**config.mk**
```make
export PLATFORM = sky130hd
export DESIGN_NAME = pipelined_divide
export DESIGN_NICKNAME = d
export VERILOG_FILES = /design/src/rtl/divide_pkg.sv /design/src/rtl/divide_stage.sv /design/src/rtl/pipelined_divide.sv
export SDC_FILE = /design/constraint.sdc
export NUM_CORES = 2
export LEC_CHECK = 0
export BUFFER_PORTS_ARGS = -buffer_cell sky130_fd_sc_hd__buf_2
export CORE_ASPECT_RATIO = 2
export CORE_UTILIZATION = 50
export DETAILED_ROUTE_END_ITERATION = 8
export PLACE_DENSITY_LB_ADDON = 0.25
export REMOVE_ABC_BUFFERS = 1
export SYNTH_ARGS = -nofsm -noshare
export SYNTH_HDL_FRONTEND = slang
export SYNTH_SLANG_ARGS = --single-unit
```
**constraint.sdc**
```tcl
create_clock -name clk -period 36.6 [get_ports clk]
set_input_delay 0 -clock clk [delete_from_list [all_inputs] [get_ports clk]]
set_output_delay 0 -clock clk [all_outputs]
set_load 0.02 [all_outputs]
```
**src/rtl/divide_pkg.sv**
```systemverilog
// Shared types and elaboration helpers for the pipelined restoring divider.
package divide_pkg;

  typedef struct packed {
    logic dbz;
    logic ovf;
    logic neg_q;
    logic neg_r;
  } div_flags_t;

  function automatic int steps_per_stage(input int data_width, input int num_stages);
    return data_width / num_stages;
  endfunction

  function automatic bit stages_divide_width(input int data_width, input int num_stages);
    return (num_stages >= 1) && (data_width % num_stages == 0);
  endfunction

endpackage

```
**src/rtl/divide_stage.sv**
```systemverilog
// One iteration stage: STEPS restoring division steps feeding a stallable register.
module divide_stage
  import divide_pkg::*;
#(
  parameter int W     = 32,
  parameter int TW    = 4,
  parameter int STEPS = 8
) (
  input  logic          clk,
  input  logic          rst,
  input  logic          load,
  input  logic          in_valid,
  input  logic [W-1:0]  in_rem,
  input  logic [W-1:0]  in_quo,
  input  logic [W-1:0]  in_den,
  input  logic [W-1:0]  in_num,
  input  div_flags_t    in_flags,
  input  logic [TW-1:0] in_tag,
  output logic          out_valid,
  output logic [W-1:0]  out_rem,
  output logic [W-1:0]  out_quo,
  output logic [W-1:0]  out_den,
  output logic [W-1:0]  out_num,
  output div_flags_t    out_flags,
  output logic [TW-1:0] out_tag
);

  typedef struct packed {
    logic          vld;
    logic [W-1:0]  rem;
    logic [W-1:0]  quo;
    logic [W-1:0]  den;
    logic [W-1:0]  num;
    div_flags_t    flags;
    logic [TW-1:0] tag;
  } stage_t;

  stage_t        st;
  logic [W-1:0]  r, q;
  logic [W:0]    rt, diff;

  // quo shifts the dividend out MSB-first while quotient bits shift in at the LSB
  always_comb begin
    r    = in_rem;
    q    = in_quo;
    rt   = '0;
    diff = '0;
    for (int i = 0; i < STEPS; i++) begin
      rt   = {r, q[W-1]};
      diff = rt - {1'b0, in_den};
      if (!diff[W]) begin
        r = diff[W-1:0];
        q = {q[W-2:0], 1'b1};
      end else begin
        r = rt[W-1:0];
        q = {q[W-2:0], 1'b0};
      end
    end
  end

  always_ff @(posedge clk or negedge rst) begin
    if (!rst) begin
      st <= '0;
    end else if (load) begin
      st <= '{vld: in_valid, rem: r, quo: q, den: in_den, num: in_num,
              flags: in_flags, tag: in_tag};
    end
  end

  assign out_valid = st.vld;
  assign out_rem   = st.rem;
  assign out_quo   = st.quo;
  assign out_den   = st.den;
  assign out_num   = st.num;
  assign out_flags = st.flags;
  assign out_tag   = st.tag;

endmodule

```
**src/rtl/pipelined_divide.sv**
```systemverilog
// Fully pipelined signed/unsigned divider: prep stage, NUM_STAGES iteration stages, output stage.
module pipelined_divide
  import divide_pkg::*;
#(
  parameter int DATA_WIDTH = 32,
  parameter int NUM_STAGES = 4,
  parameter int TAG_WIDTH  = 4
) (
  input  logic                  clk,
  input  logic                  rst,
  output logic                  divide_ready_in,
  input  logic                  divide_valid_in,
  input  logic                  divide_signed_in,
  input  logic [DATA_WIDTH-1:0] divide_numer_in,
  input  logic [DATA_WIDTH-1:0] divide_denom_in,
  input  logic [TAG_WIDTH-1:0]  divide_tag_in,
  input  logic                  divide_ready_out,
  output logic                  divide_valid_out,
  output logic [DATA_WIDTH-1:0] divide_quotient_out,
  output logic [DATA_WIDTH-1:0] divide_remain_out,
  output logic [TAG_WIDTH-1:0]  divide_tag_out,
  output logic                  divide_dbz_out,
  output logic                  divide_ovf_out
);

  localparam int W     = DATA_WIDTH;
  localparam int N     = NUM_STAGES;
  localparam int STEPS = steps_per_stage(DATA_WIDTH, NUM_STAGES);
  localparam logic [W-1:0] MIN_VAL = {1'b1, {(W-1){1'b0}}};

  if (!stages_divide_width(DATA_WIDTH, NUM_STAGES)) begin : g_bad_cfg
    $error("DATA_WIDTH must be a multiple of NUM_STAGES");
  end

  // index 0 is the prep register, 1..N the iteration stages
  logic [N:0]                vld_pipe;
  logic [N:0][W-1:0]         st_rem, st_quo, st_den, st_num;
  div_flags_t [N:0]          st_flags;
  logic [N:0][TAG_WIDTH-1:0] st_tag;
  logic [N+1:0]              adv;

  logic                 p_vld;
  logic [W-1:0]         p_quo, p_den, p_num;
  div_flags_t           p_flags;
  logic [TAG_WIDTH-1:0] p_tag;

  // advance chain from the output back to prep; an empty stage always advances
  always_comb begin
    adv      = '0;
    adv[N+1] = ~divide_valid_out | divide_ready_out;
    for (int k = N; k >= 0; k--) adv[k] = ~vld_pipe[k] | adv[k+1];
  end
  assign divide_ready_in = adv[0];

  logic         neg_n, neg_d;
  logic [W-1:0] abs_n, abs_d;
  assign neg_n = divide_signed_in & divide_numer_in[W-1];
  assign neg_d = divide_signed_in & divide_denom_in[W-1];
  assign abs_n = neg_n ? -divide_numer_in : divide_numer_in;
  assign abs_d = neg_d ? -divide_denom_in : divide_denom_in;

  always_ff @(posedge clk or negedge rst) begin
    if (!rst) begin
      p_vld   <= 1'b0;
      p_quo   <= '0;
      p_den   <= '0;
      p_num   <= '0;
      p_flags <= '0;
      p_tag   <= '0;
    end else if (adv[0]) begin
      p_vld         <= divide_valid_in;
      p_quo         <= abs_n;
      p_den         <= abs_d;
      p_num         <= divide_numer_in;
      p_flags.dbz   <= (divide_denom_in == '0);
      p_flags.ovf   <= divide_signed_in & (divide_numer_in == MIN_VAL) & (&divide_denom_in);
      p_flags.neg_q <= neg_n ^ neg_d;
      p_flags.neg_r <= neg_n;
      p_tag         <= divide_tag_in;
    end
  end

  assign vld_pipe[0] = p_vld;
  assign st_rem[0]   = '0;
  assign st_quo[0]   = p_quo;
  assign st_den[0]   = p_den;
  assign st_num[0]   = p_num;
  assign st_flags[0] = p_flags;
  assign st_tag[0]   = p_tag;

  for (genvar k = 1; k <= N; k++) begin : g_stage
    divide_stage #(.W(W), .TW(TAG_WIDTH), .STEPS(STEPS)) u_stage (
      .clk      (clk),
      .rst      (rst),
      .load     (adv[k]),
      .in_valid (vld_pipe[k-1]),
      .in_rem   (st_rem[k-1]),
      .in_quo   (st_quo[k-1]),
      .in_den   (st_den[k-1]),
      .in_num   (st_num[k-1]),
      .in_flags (st_flags[k-1]),
      .in_tag   (st_tag[k-1]),
      .out_valid(vld_pipe[k]),
      .out_rem  (st_rem[k]),
      .out_quo  (st_quo[k]),
      .out_den  (st_den[k]),
      .out_num  (st_num[k]),
      .out_flags(st_flags[k]),
      .out_tag  (st_tag[k])
    );
  end

  logic [W-1:0] o_q, o_r;
  div_flags_t   lf;
  assign lf = st_flags[N];

  always_comb begin
    o_q = lf.neg_q ? -st_quo[N] : st_quo[N];
    o_r = lf.neg_r ? -st_rem[N] : st_rem[N];
    if (lf.dbz) begin
      o_q = '1;
      o_r = st_num[N];
    end else if (lf.ovf) begin
      o_q = MIN_VAL;
      o_r = '0;
    end
  end

  always_ff @(posedge clk or negedge rst) begin
    if (!rst) begin
      divide_valid_out    <= 1'b0;
      divide_quotient_out <= '0;
      divide_remain_out   <= '0;
      divide_tag_out      <= '0;
      divide_dbz_out      <= 1'b0;
      divide_ovf_out      <= 1'b0;
    end else if (adv[N+1]) begin
      divide_valid_out    <= vld_pipe[N];
      divide_quotient_out <= o_q;
      divide_remain_out   <= o_r;
      divide_tag_out      <= st_tag[N];
      divide_dbz_out      <= lf.dbz;
      divide_ovf_out      <= lf.ovf & ~lf.dbz;
    end
  end

endmodule

```
==> flow_summary.yaml <==
run_status:
  status: "completed"
route:
  drt_iter0_markers: 4515
  wl_per_cell_um: 22.5
  drt_pass1_iterations: 6
  vias: 84318
  detail_route.wirelength_um: 309000
  via_per_inst: 6.14
  ant_nets: 0
  route.detailed.drc: 0
sta:
  finalClockSkew_ns: 0.0521
  slew_headroom_pct: 17.8
  rsz0062_at_grt: "false"
  tightest_slew_ns: 1.22
  fin_crit_sh_pct: 95.3
  setup_violations: 0
  setup_slack_ns: 1.71
  drv_slew: 0
  max_clock_freq_mhz: 28.7
  fin_crit_ns: 34.89
  hold_viol_final: 0
cts:
  numCtsBuffers: 71
  cts_tree: "done"
  cts.htree.levels: 3
  cts_buffer_depth: 3
  cts_root_buf: "clkbuf_16"
  clock_sinks: 688
  clk_latency_ns: 0.72
  clk_pin_slew_ns: 0.07
grt:
  overflow: 0
  grt_use_total_pct: 35.6
  grt_pass1_vias: 85850
  grt_antenna_before_repair: 36
  grt_first_pass_wirelength_um: 472000
  grt_max_degree: 200
critical_path:
  path_class: "register to register"
  cp.required_ns: 37.12
  critPathSlowestCell: "dfrtp_1"
  crit_family: "compound AO/OA/AOI/OAI gates"
  cpPeakStageDelay_ns: 0.62
  worstSetupEndpointType: "register"
  critPathBufInv: 7
  startpoint_type: "register"
  path_common_cell: "o21ai_0"
  worstPathMaxFanout: 44
  worstPathArrival_ns: 35.41
final_layout:
  final_common_cell: "nand2_1"
  nFillCells: 15818
  stdcell_area_mm2: 0.0933
  layout.nets: 12612
  regArea_mm2: 0.0172
  areaGrowthSynthToFinish_pct: 10.8
  multi_input_area_mm2: 0.0642
  drive_above_1_share_pct: 9.05
  final_cell_mix: "1,790 x nand2_1, 1,054 x nor2_1, 999 x ha_1"
die:
  coreArea_mm2: 0.167
  die_x_um: 292
  start_util_pct: 50.4
  io_pins: 145
  die_h_um: 583
  dieArea_mm2: 0.170
  num_rows: 212
synth:
  synth_edf_count: 0
  netlist_instances: 11173
  avgSynthCellArea_um2: 7.54
  yosys_warnings: 0
  synth_cell_type_count: 105
  synth-seq-cells: 688
  syn_area_mm2: 0.0842
  synthFlopType: "dfrtp_1"
  synth_seq_area_share_pct: 20.4
  async_flop_share_pct: 100
placement:
  port_buffers: 144
  placed_area_mm2: 0.0894
  place_hpwl_um: 246000
  dp_slack_ns: 0.901
  gp_congestion: 1.03
flow_run:
  drv_cap: 0
worst_hold_path:
  hold_path_class: "input pin to register"
-- synthesized netlist by cell type (all sizes together), types with 203 or more instances --
cell type  number  share of area [%]
nor3          215                1.3
nand3         203                1.2
mux2          255                3.4
nor2         1060                4.7
xnor2         599                6.2
nand2        1798                8.0
clkbuf        284                1.3
o21ai         848                5.0
a21o          267                2.4
a21oi         933                5.6
xor2          311                3.3
mux2i         228                2.7
inv           532                2.4
ha            999                 15
dfrtp         688                 20
-- registers in the layout, summed over array words and instances (netlist names) --
name,cells
divide_dbz_out,1
divide_ovf_out,1
divide_quotient_out,32
divide_remain_out,32
divide_tag_out,4
divide_valid_out,1
g_stage.u_stage.out_den,96
g_stage.u_stage.out_flags,16
g_stage.u_stage.out_num,128
g_stage.u_stage.out_quo,125
g_stage.u_stage.out_rem,128
g_stage.u_stage.out_tag,16
g_stage.u_stage.out_valid,4
p_den,32
p_flags,4
p_num,31
p_quo,32
p_tag,4
p_vld,1
-- final timing paths --
kind	end	cells after the start	startpoint	slack, ns
setup / recovery	g_stage[1].u_stage.out_rem[7]$_DFFE_PN0P_	137	p_den[0]$_DFFE_PN0P_	1.71
hold / removal	p_vld$_DFFE_PN0P_	3	divide_valid_in	0.03
setup reg to reg	g_stage[1].u_stage.out_rem[7]$_DFFE_PN0P_	137	p_den[0]$_DFFE_PN0P_	1.71
hold reg to reg	g_stage[3].u_stage.out_num[1]$_DFFE_PN0P_	2	g_stage[2].u_stage.out_num[1]$_DFFE_PN0P_	0.44
max in group asynchronous	divide_quotient_out[1]$_DFFE_PN0P_	6	rst	33.17
min in group asynchronous	g_stage[1].u_stage.out_den[7]$_DFFE_PN0P_	3	rst	0.36
-- what timing repair did --
action / in CTS / in global routing
resized for setup: 0 / 45
endpoints found under the setup margin: 0 / 132
setup buffers: 0 / 10
hold endpoints to repair: 185 / 0
hold buffers: 103 / 0
-- tightest hold or removal path: stages --
cell	delay, ns
dlygate4sd3_1	0.52
buf_2	0.09
or2_2	0.09
-- cell families (layout without fill, tap and decap cells) --
| family | count (synthesis) | count (layout) | share of synthesized area (%) |
|---|---|---|---|
| AO/OA/AOI/OAI | 3096 | 3096 | 23.0 |
| XOR/XNOR | 910 | 910 | 9.52 |
| adder cells (fa/ha/maj) | 1033 | 1033 | 15.6 |
| buffers and inverters | 889 | 1269 | 4.04 |
| flip-flops | 688 | 688 | 20.4 |
| multiplexers | 483 | 483 | 6.12 |
| other | 1 | 47 | 0.00445 |
| AND/OR/NAND/NOR | 4073 | 4073 | 21.3 |
-- metrics by stage --
stage | instances | setup TNS, ns | hold slack (ns) | util, %
after floorplan | 10832 | -73.29 | -0.296 | -
after global placement | 13463 | 0 | 0.0668 | 53.5
after detailed placement | 13463 | 0 | 0.0780 | 53.5
after CTS | 13697 | 0 | 0.00941 | 55.6
after global routing | 13718 | 0 | 0.0291 | 55.8
final | 13739 | 0 | 0.0261 | 55.9
-- final cells by class --
cell class,instances,area share [%]
multi-input combinational,9610,68.8
sequential,688,18.4
timing repair buffer,604,5.00
tap,2140,2.87
inverter,534,2.16
clock buffer,98,2.14
clock inverter,33,0.530
antenna,32,0.0858
-- per-layer routing --
layer,wire [um],track usage (%)
met1,100000,31.7
met2,156000,65.0
met3,14300,5.47
met4,39200,38.9
met5,47,0
Power is left out: the tool's default activity adds up to more than one toggle a clock period on the data nets, which glitch-free logic cannot reach.
